### src/rtl/uart_rx_if.sv
// uart_rx_if
//   Bundles the serial line, the baud divisor and the received-byte outputs of
//   the UART receiver so that they travel between modules as one port.
//   Signals:
//     rx            serial input, idle high (driven by master)
//     dvsr          baud divisor, tick period = dvsr+1 clk (driven by master)
//     dout          last received byte (driven by slave)
//     rx_done_tick  one-clk pulse, dout holds a new good byte (driven by slave)
//     frame_err     one-clk pulse, stop bit was sampled low (driven by slave)
//     rx_busy       receiver is working on a character (driven by slave)
//   Modports: master = line/divisor source and byte sink, slave = receiver.
interface uart_rx_if #(
  parameter int DVSR_W = 11
);
  logic              rx;
  logic [DVSR_W-1:0] dvsr;
  logic [7:0]        dout;
  logic              rx_done_tick;
  logic              frame_err;
  logic              rx_busy;

  modport master (
    output rx,
    output dvsr,
    input  dout,
    input  rx_done_tick,
    input  frame_err,
    input  rx_busy
  );

  modport slave (
    input  rx,
    input  dvsr,
    output dout,
    output rx_done_tick,
    output frame_err,
    output rx_busy
  );
endinterface

### src/rtl/uart_rx.sv
// uart_rx
//   Serial receive front end of the ACIA UART. The asynchronous rx line is
//   synchronised, oversampled at 16x the bit rate from an internal baud tick
//   divider and deframed as 8N1. Good bytes appear on dout with a one-clk
//   rx_done_tick (the rx FIFO write strobe); a low stop bit gives a one-clk
//   frame_err instead. Start-bit glitches shorter than half a bit are dropped.
//   Ports:
//     clk  system clock
//     rst  synchronous reset, active high
//     bus  uart_rx_if slave: rx, dvsr in; dout, rx_done_tick, frame_err,
//          rx_busy out
module uart_rx #(
  parameter int DBIT    = 8,
  parameter int SB_TICK = 16,
  parameter int DVSR_W  = 11
) (
  input  logic     clk,
  input  logic     rst,
  uart_rx_if.slave bus
);

  localparam int NW = (DBIT > 1) ? $clog2(DBIT) : 1;

  typedef enum logic [1:0] {
    IDLE,
    START,
    DATA,
    STOP
  } state_t;

  state_t            state_q, state_d;
  logic              rxMeta_q, rxSync_q;
  logic [DVSR_W-1:0] cnt_q, cnt_d;
  logic              tick;
  logic [3:0]        s_q, s_d;
  logic [NW-1:0]     n_q, n_d;
  logic [DBIT-1:0]   b_q, b_d;
  logic [7:0]        dout_q, dout_d;
  logic              done_q, done_d;
  logic              ferr_q, ferr_d;
  logic              busy_q, busy_d;

  // The >= compare makes a divisor lowered below the running count wrap at
  // once instead of running through the whole counter range.
  assign tick  = (cnt_q >= bus.dvsr);
  assign cnt_d = tick ? '0 : cnt_q + 1'b1;

  always_ff @(posedge clk) begin
    if (rst) begin
      rxMeta_q <= 1'b1;
      rxSync_q <= 1'b1;
      cnt_q    <= '0;
      state_q  <= IDLE;
      s_q      <= '0;
      n_q      <= '0;
      b_q      <= '0;
      dout_q   <= '0;
      done_q   <= 1'b0;
      ferr_q   <= 1'b0;
      busy_q   <= 1'b0;
    end else begin
      rxMeta_q <= bus.rx;
      rxSync_q <= rxMeta_q;
      cnt_q    <= cnt_d;
      state_q  <= state_d;
      s_q      <= s_d;
      n_q      <= n_d;
      b_q      <= b_d;
      dout_q   <= dout_d;
      done_q   <= done_d;
      ferr_q   <= ferr_d;
      busy_q   <= busy_d;
    end
  end

  // Leaving STOP goes straight to IDLE, which reacts to a low rx_s on the
  // very next clk, so back-to-back frames and a held break both re-enter
  // START without any idle gap.
  always_comb begin
    state_d = state_q;
    s_d     = s_q;
    n_d     = n_q;
    b_d     = b_q;
    dout_d  = dout_q;
    done_d  = 1'b0;
    ferr_d  = 1'b0;

    unique case (state_q)
      IDLE: begin
        if (!rxSync_q) begin
          state_d = START;
          s_d     = '0;
        end
      end
      START: begin
        if (tick) begin
          if (s_q == 4'd7) begin
            if (!rxSync_q) begin
              state_d = DATA;
              s_d     = '0;
              n_d     = '0;
            end else begin
              state_d = IDLE;
            end
          end else begin
            s_d = s_q + 4'd1;
          end
        end
      end
      DATA: begin
        if (tick) begin
          if (s_q == 4'd15) begin
            s_d = '0;
            b_d = {rxSync_q, b_q[DBIT-1:1]};
            if (n_q == NW'(DBIT - 1)) begin
              state_d = STOP;
            end else begin
              n_d = n_q + 1'b1;
            end
          end else begin
            s_d = s_q + 4'd1;
          end
        end
      end
      STOP: begin
        if (tick) begin
          if (s_q == 4'(SB_TICK - 1)) begin
            dout_d  = 8'(b_q);
            state_d = IDLE;
            if (rxSync_q) begin
              done_d = 1'b1;
            end else begin
              ferr_d = 1'b1;
            end
          end else begin
            s_d = s_q + 4'd1;
          end
        end
      end
      default: begin
        state_d = IDLE;
      end
    endcase

    busy_d = (state_d != IDLE);
  end

  assign bus.dout         = dout_q;
  assign bus.rx_done_tick = done_q;
  assign bus.frame_err    = ferr_q;
  assign bus.rx_busy      = busy_q;

endmodule

### src/flat_wrapper.sv
// flat-port wrapper written by rule: the top's interface ports become plain ports
module uart_rx_flat 
#(
  parameter int DBIT    = 8,
  parameter int SB_TICK = 16,
  parameter int DVSR_W  = 11
)
  (clk, rst, bus_rx, bus_dvsr, bus_dout, bus_rx_done_tick, bus_frame_err, bus_rx_busy);
  uart_rx_if #(.DVSR_W(DVSR_W)) bus_i ();
  input  logic clk;
  input  logic rst;
  input wire logic [$bits(bus_i.rx)-1:0] bus_rx;
  input wire logic [$bits(bus_i.dvsr)-1:0] bus_dvsr;
  output wire logic [$bits(bus_i.dout)-1:0] bus_dout;
  output wire logic [$bits(bus_i.rx_done_tick)-1:0] bus_rx_done_tick;
  output wire logic [$bits(bus_i.frame_err)-1:0] bus_frame_err;
  output wire logic [$bits(bus_i.rx_busy)-1:0] bus_rx_busy;
  assign bus_i.rx = bus_rx;
  assign bus_i.dvsr = bus_dvsr;
  assign bus_dout = bus_i.dout;
  assign bus_rx_done_tick = bus_i.rx_done_tick;
  assign bus_frame_err = bus_i.frame_err;
  assign bus_rx_busy = bus_i.rx_busy;
  uart_rx #(.DBIT(DBIT), .SB_TICK(SB_TICK), .DVSR_W(DVSR_W)) u_core (.clk(clk), .rst(rst), .bus(bus_i));
endmodule
### config.mk
export PLATFORM = sky130hd
export DESIGN_NAME = uart_rx_flat
export DESIGN_NICKNAME = d
export VERILOG_FILES = /design/src/rtl/uart_rx_if.sv /design/src/rtl/uart_rx.sv /design/src/flat_wrapper.sv
export SDC_FILE = /design/constraint.sdc
export NUM_CORES = 1
export LEC_CHECK = 0
export CAP_MARGIN = 20
export CORE_MARGIN = 2
export CORE_UTILIZATION = 40
export DETAILED_ROUTE_END_ITERATION = 8
export GPL_TIMING_DRIVEN = 1
export RECOVER_POWER = 25
export REMOVE_ABC_BUFFERS = 1
export SYNTH_ARGS = -nofsm -noshare
export SYNTH_HDL_FRONTEND = slang
export SYNTH_SLANG_ARGS = --single-unit
### constraint.sdc
create_clock -name clk -period 4 [get_ports clk]
set_input_delay 0.6 -clock clk [delete_from_list [all_inputs] [get_ports clk]]
set_output_delay 0.6 -clock clk [all_outputs]
set_load 0.05 [all_outputs]
==> load_flow_metrics.sql, run 1 <==
INSERT INTO impl_metrics (metric_group, metric, value, unit) VALUES
('power_and_ir_drop', 'vdd_ir_drop_max', '266.4', 'uV'),
('drt', 'drt_first_iter_violations', '103', ''),
('timing', 'final-hold-violation-count', '0', ''),
('floorplan', 'die_height', '77.59', 'um'),
('floorplan', 'core_area', '5172', 'sq um'),
('synth', 'post_synth_num_cell_types', '49', ''),
('floorplan', 'floorplan.initialDensity', '41.87', '%'),
('place', 'hpwlAfterDp', '2884', 'um'),
('outcome', 'run_status', 'finished clean', ''),
('cells_and_area', 'area_growth', '17.68', '%'),
('cells_and_area', 'finalNetCount', '297', ''),
('min_path', 'holdPathEnd', 'u_core.rxSync_q', ''),
('timing', 'relSlewSlack', '41.31', '%'),
('drt', 'maxUsedRoutingLayer', 'met4', ''),
('synth', 'synth_area_per_cell', '8.950', 'sq um'),
('setup_path', 'reg2reg_slack', '1.78', 'ns'),
('cells_and_area', 'drive_above_1_share', '7.547', '%'),
('floorplan', 'die_width', '77.59', 'um'),
('cts', 'post_cts.repair.setup_buffers', '0', ''),
('min_path', 'hold_class', 'flip-flop to flip-flop', ''),
('place', 'gp_routability_congestion', '0.8275', ''),
('cts', 'cts_hold_repair.buffers', '0', ''),
('cts', 'clk_root_buffer_cell', 'sky130_fd_sc_hd__clkbuf_8', ''),
('drt', 'met3RoutedLength', '159', 'um'),
('cts', 'clk_latency', '0.30', 'ns'),
('drt', 'wirelength_met1', '2110', 'um'),
('cts', 'clock_tree.htree_level_count', '2', ''),
('timing', 'layout_setup_ws', '1.515', 'ns'),
('synth', 'synth.cell_area', '2166', 'sq um'),
('drt', 'drt_first_pass_iters', '4', ''),
('power_and_ir_drop', 'total_leakage_power', '1.027', 'nW'),
('synth', 'ys_seq_area_share', '37.90', '%'),
('cells_and_area', 'mostFrequentLayoutCells', 'sky130_fd_sc_hd__dfxtp_1, sky130_fd_sc_hd__nor2_1, sky130_fd_sc_hd__ha_1', ''),
('setup_path', 'regToRegStartpoint', 'u_core.cnt_q[0]', ''),
('drt', 'antenna_violating_nets_post_route', '0', ''),
('min_path', 'hold_start', 'u_core.rxMeta_q', ''),
('grt', 'grt_pass1_wl', '6803', 'um'),
('cts', 'tritoncts', 'yes', ''),
('setup_path', 'worst-endpoint-arrival', '2.73', 'ns'),
('drt', 'met2_wirelength', '1682', 'um'),
('power_and_ir_drop', 'power_density_over_the_cells', '298.2', 'nW/um^2'),
('grt', 'globalRouteOverflowTotal', '0', ''),
('timing', 'timing.final.crit_period', '2.485', 'ns'),
('setup_path', 'critical_path_class', 'input pin to flip-flop', ''),
('floorplan', 'die_area', '6019', 'sq um'),
('timing', 'worst_slew_pin_slew', '0.8803', 'ns'),
('setup_path', 'worstRegToRegCells', '8', ''),
('drt', 'via_per_inst', '4.982', ''),
('run', 'max_cap_violations', '0', ''),
('cells_and_area', 'n_antenna_cell', '0', ''),
('timing', 'setup_tns', '0', 'ns'),
('cts', 'clk_pin_slew', '0.08', 'ns'),
('drt', 'vias', '1669', ''),
('cells_and_area', 'commonest_non_fill_non_tap_cell_in_the_layout', 'sky130_fd_sc_hd__dfxtp_1', ''),
('synth', 'synthCells', '242', ''),
('place', 'port_buffers', '24', ''),
('floorplan', 'num_io_pins', '25', ''),
('setup_path', 'endpoint_kind', 'flip-flop', ''),
('setup_path', 'worstReg2RegEnd', 'u_core.s_q[0]', ''),
('place', 'pre_cts_ws', '1.222', 'ns'),
('timing', 'setup-violations-final', '0', ''),
('cts', 'number_of_clock_buffers_inserted_by_tritoncts', '5', ''),
('timing', 'hold_slack', '0.4159', 'ns'),
('timing', 'fin_skew', '0.01256', 'ns'),
('cells_and_area', 'layout.cell_area.non_filler', '2549', 'sq um'),
('setup_path', 'cp-start-kind', 'input pin', ''),
('grt', 'global_route.usage.total', '13.90', '%'),
('floorplan', 'placementRows', '26', ''),
('cts', 'post_cts_resize_count', '0', ''),
('drt', 'detail_route.wirelength', '4024', 'um'),
('place', 'postPlaceCellArea', '2459', 'sq um');
[flip-flops by register name, indices dropped and copies added (netlist names)]
name                     cells
u_core.state_q               2
u_core.s_q                   4
u_core.rxSync_q              1
u_core.b_q                   8
u_core.bus.rx_done_tick      1
u_core.bus.frame_err         1
u_core.rxMeta_q              1
u_core.cnt_q                11
u_core.bus.dout              8
u_core.n_q                   3
u_core.bus.rx_busy           1
[how the worst max path moves through the flow]
stage / from / to / slack, ns / cells past startpoint
global placement: bus_dvsr[10] / u_core.s_q[0] / 1.25 / 9
floorplan: bus_dvsr[2] / u_core.s_q[0] / 1.91 / 8
CTS: bus_dvsr[10] / u_core.s_q[0] / 1.52 / 9
global route: bus_dvsr[4] / u_core.n_q[2] / 1.32 / 9
finish: bus_dvsr[10] / u_core.s_q[0] / 1.52 / 9
detailed placement: bus_dvsr[10] / u_core.s_q[0] / 1.22 / 9
[layer usage]
metal	track usage (%)	up-vias
met5	0	-
met2	20.09	40
met1	20.20	742
li1	-	877
met4	4.821	0
met3	3.140	10
[cell usage after synthesis, drive strengths merged]
master,instances,area [sq um]
buf,2,12.51
o211ai,3,22.52
a22o,1,8.760
inv,15,56.30
mux2,1,11.26
a31o,1,8.760
a2bb2oi,1,8.760
nor2,35,133.9
mux2i,18,180.2
o21ai,10,53.80
a211o,1,8.760
xnor2,2,17.52
nand4b,1,8.760
o21bai,1,7.510
o2111a,2,22.52
nand3,9,45.04
nand4,3,18.77
nor2b,2,12.51
nor4,2,12.51
nand3b,1,7.510
nor3b,1,7.510
nand2,16,70.07
nor3,4,20.02
a2111oi,1,10.01
and3,3,18.77
or3,1,6.260
a21oi,12,86.33
or2,3,18.77
dfxtp,41,820.8
o2bb2ai,1,8.760
a21o,1,7.510
xor2,8,70.07
clkbuf,8,30.03
a31oi,3,33.78
a21boi,1,7.510
a211oi,3,22.52
nand2b,4,25.02
and2,1,6.260
ha,19,237.7
[kinds of logic (layout without fill, tap and decap cells)]
kind of cell | Yosys count | after routing | synth area share, %
fa+ha+maj | 19 | 19 | 10.98
buf+inv | 25 | 48 | 4.564
flops | 41 | 41 | 37.90
mux | 19 | 19 | 8.839
xor+xnor | 10 | 10 | 4.044
simple gates | 86 | 86 | 19.01
compound gates | 42 | 42 | 14.67
[area by class of cell]
type                            count  area, sq um  share of cell area [%]
Sequential cell                    41        820.8                   32.20
Inverter                           15        56.30                   2.209
Tap cell                           70        87.58                   3.436
Clock buffer                        5        68.82                   2.700
Timing Repair Buffer               25        244.0                   9.573
Multi-Input combinational cell    176         1246                   48.90
Clock inverter                      3        25.02                  0.9818
[per-stage QoR]
step	instances	power, W	util, %
final	335	0.0007601	49.27
after global placement	327	0.0004923	47.53
after detailed placement	327	0.0004928	47.53
after global routing	335	0.0007978	49.27
after CTS	335	0.0007728	49.35
after floorplan	232	0.0004642	-
[worst max-delay path, stage by stage]
cell,delay [ns]
sky130_fd_sc_hd__clkdlybuf4s50_1,0.46
sky130_fd_sc_hd__inv_1,0.04
sky130_fd_sc_hd__ha_1,0.30
sky130_fd_sc_hd__a21oi_1,0.13
sky130_fd_sc_hd__o21ai_1,0.11
sky130_fd_sc_hd__a31oi_4,0.39
sky130_fd_sc_hd__a21boi_1,0.17
sky130_fd_sc_hd__a211oi_1,0.32
sky130_fd_sc_hd__mux2_2,0.21
[power breakdown]
| part | total (W) | internal, W | switching (W) |
|---|---|---|---|
| clock | 0.000278 | 0.000126 | 0.000152 |
| combinational | 0.0000620 | 0.0000294 | 0.0000326 |
| sequential | 0.000420 | 0.000413 | 0.00000734 |
| total | 0.000760 | 0.000568 | 0.000192 |
(Power assumes the default switching activity.)
==> run 2: changes to the inputs <==
==> constraint.sdc (replaced) <==
create_clock -name clk -period 2.4 [get_ports clk]
set_input_delay 0.36 -clock clk [delete_from_list [all_inputs] [get_ports clk]]
set_output_delay 0.36 -clock clk [all_outputs]
set_load 0.05 [all_outputs]
==> run 2 against run 1 <==
Final cell count rose by 2.1%. Via count grew 1.3%. Sequential share of layout area fell by 1.0 points. Routed wire length is 3.1% higher. Final area is 3.3% higher. Clock power increased by 60%. Total power grew 65%. Combinational power increased by 82%. Register-to-register slack got worse by 1.4 ns. Sequential power rose by 65%. Sequential cell count did not move.
==> load_flow_metrics.sql, run 2 (same netlist as run 1, synthesis figures left out) <==
INSERT INTO impl_metrics (metric_group, metric, value, unit) VALUES
('outcome', 'run_status', 'finished clean', ''),
('drt', 'vias', '1690', ''),
('floorplan', 'die_area', '6019', 'sq um'),
('drt', 'antenna_violating_nets_post_route', '0', ''),
('setup_path', 'worst-endpoint-arrival', '2.41', 'ns'),
('place', 'port_buffers', '24', ''),
('setup_path', 'worstRegToRegCells', '7', ''),
('power_and_ir_drop', 'power_density_over_the_cells', '476.2', 'nW/um^2'),
('cells_and_area', 'largest_reg_by_ff_count', 'u_core.cnt_q', ''),
('cts', 'post_cts.repair.setup_buffers', '0', ''),
('timing', 'grt_setup_unrepaired', 'no', ''),
('drt', 'via_per_inst', '4.942', ''),
('setup_path', 'cp_max_fo', '7', ''),
('cts', 'clk_latency', '0.29', 'ns'),
('floorplan', 'die_height', '77.59', 'um'),
('cells_and_area', 'n_antenna_cell', '0', ''),
('setup_path', 'critical_path_class', 'input pin to flip-flop', ''),
('place', 'postPlaceCellArea', '2549', 'sq um'),
('timing', 'final-hold-violation-count', '0', ''),
('cts', 'tritoncts_num_sinks', '41', ''),
('power_and_ir_drop', 'vdd_ir_drop_max', '285.5', 'uV'),
('setup_path', 'path_cells', 'clkdlybuf4s50_1 -> inv_1 -> ha_1 -> a21oi_1 -> o21ai_1 -> a31oi_4 -> a21boi_1 -> a211oi_1 -> mux2_2', ''),
('power_and_ir_drop', 'total_leakage_power', '1.068', 'nW'),
('setup_path', 'crit_slowest_cell', 'sky130_fd_sc_hd__clkdlybuf4s50_1', ''),
('setup_path', 'timing.critical_path.depth', '9', ''),
('timing', 'max_freq', '461.4', 'MHz'),
('setup_path', 'endpoint_kind', 'flip-flop', ''),
('setup_path', 'critical_path.top_delay_family', 'compound AO/OA/AOI/OAI gates', ''),
('cells_and_area', 'finalNetCount', '304', ''),
('floorplan', 'die_width', '77.59', 'um'),
('floorplan', 'floorplan.initialDensity', '41.87', '%'),
('grt', 'global_route.usage.total', '15.31', '%'),
('cts', 'clk_root_buffer_cell', 'sky130_fd_sc_hd__clkbuf_8', ''),
('timing', 'timing.final.crit_period', '2.167', 'ns'),
('drt', 'detail_route.drc_violations', '0', ''),
('floorplan', 'placementRows', '26', ''),
('cells_and_area', 'commonest_non_fill_non_tap_cell_in_the_layout', 'sky130_fd_sc_hd__dfxtp_1', ''),
('cts', 'cts-root-to-sink-buffers', '2', ''),
('cts', 'cts_hold_repair.buffers', '0', ''),
('setup_path', 'cp-start-kind', 'input pin', ''),
('min_path', 'hold_class', 'flip-flop to flip-flop', ''),
('run', 'max_cap_violations', '0', ''),
('cells_and_area', 'layout.cell_area.non_filler', '2633', 'sq um'),
('cells_and_area', 'nFillCells', '497', ''),
('cells_and_area', 'mostFrequentLayoutCells', 'sky130_fd_sc_hd__dfxtp_1, sky130_fd_sc_hd__nor2_1, sky130_fd_sc_hd__ha_1', ''),
('setup_path', 'buffer_and_inverter_count_on_the_worst_path', '2', ''),
('cts', 'post_cts_resize_count', '0', ''),
('cts', 'clock_tree.htree_level_count', '2', ''),
('drt', 'drt_first_iter_violations', '62', ''),
('timing', 'finalCritPeriodShare', '90.30', '%'),
('timing', 'setup-violations-final', '0', ''),
('timing', 'layout_setup_ws', '0.2327', 'ns'),
('floorplan', 'core_area', '5172', 'sq um'),
('setup_path', 'timing.critical_path.slowest_cell_delay', '0.46', 'ns'),
('grt', 'grt_pass1_wl', '7521', 'um'),
('timing', 'final_max_slew_viol_count', '0', ''),
('setup_path', 'reg2reg_slack', '0.38', 'ns'),
('cts', 'clk_pin_slew', '0.07', 'ns'),
('cells_and_area', 'drive_above_1_share', '9.559', '%'),
('cells_and_area', 'area_growth', '21.55', '%'),
('timing', 'fin_skew', '0.005641', 'ns'),
('place', 'hpwlAfterDp', '2972', 'um'),
('cts', 'tritoncts', 'yes', ''),
('drt', 'detail_route.wirelength', '4148', 'um'),
('grt', 'grt_start_max_net_pins', '21', ''),
('setup_path', 'worstPathRequired', '2.64', 'ns'),
('drt', 'drt_first_pass_iters', '4', ''),
('grt', 'globalRouteOverflowTotal', '0', ''),
('drt', 'drt-wirelength-per-cell', '12.13', 'um'),
('cts', 'number_of_clock_buffers_inserted_by_tritoncts', '5', ''),
('floorplan', 'num_io_pins', '25', ''),
('cells_and_area', 'largest_reg_flops', '11', ''),
('timing', 'worst_slew_pin_slew', '0.7673', 'ns'),
('grt', 'antenna_violations_before_repair', '0', ''),
('place', 'pre_cts_ws', '-0.06720', 'ns'),
('min_path', 'worst_hold_path.num_cells', '1', ''),
('grt', 'grt_pass1_vias', '1670', ''),
('place', 'gp_routability_congestion', '0.8058', ''),
('timing', 'relSlewSlack', '48.84', '%');
[run 2: metrics by stage]
step                total power [W]  TNS [ns]  cells  util [%]  hold slack (ns)
floorplan                 0.0007736         0    232         -           0.3895
global placement          0.0008249   -0.3205    334     49.27           0.3940
detailed placement        0.0008252   -0.9963    334     49.27           0.3997
CTS                        0.001284         0    342     50.97           0.4197
global route               0.001322         0    342     50.90           0.4352
finish                     0.001254         0    342     50.90           0.4157
[run 2: final cells by class]
cell class | count | area [sq um] | share of cell area [%]
Clock inverter | 2 | 15.01 | 0.5703
Timing Repair Buffer | 32 | 334.1 | 12.69
Multi-Input combinational cell | 176 | 1246 | 47.34
Sequential cell | 41 | 820.8 | 31.18
Inverter | 15 | 56.30 | 2.139
Clock buffer | 6 | 72.57 | 2.757
Tap cell | 70 | 87.58 | 3.327
[run 2: worst paths after layout]
path                        start         endpoint
setup / recovery      bus_dvsr[8]    u_core.s_q[0]
hold reg to reg   u_core.rxMeta_q  u_core.rxSync_q
hold / removal    u_core.rxMeta_q  u_core.rxSync_q
setup reg to reg  u_core.cnt_q[2]    u_core.s_q[0]
[run 2: power by group]
part | leakage, nW | total [W] | switching [W] | internal (W)
Combinational | 0.699 | 0.000113 | 0.0000596 | 0.0000529
Clock | 0.0374 | 0.000446 | 0.000242 | 0.000205
Sequential | 0.331 | 0.000695 | 0.00000697 | 0.000688
Total | 1.07 | 0.00125 | 0.000308 | 0.000945
[run 2: routing by layer]
layer | part of all wire, % | track usage, %
met1 | 50 | 20.36
met2 | 44 | 24.22
met3 | 3.7 | 3.605
met4 | 1.9 | 5.357
met5 | 0 | 0
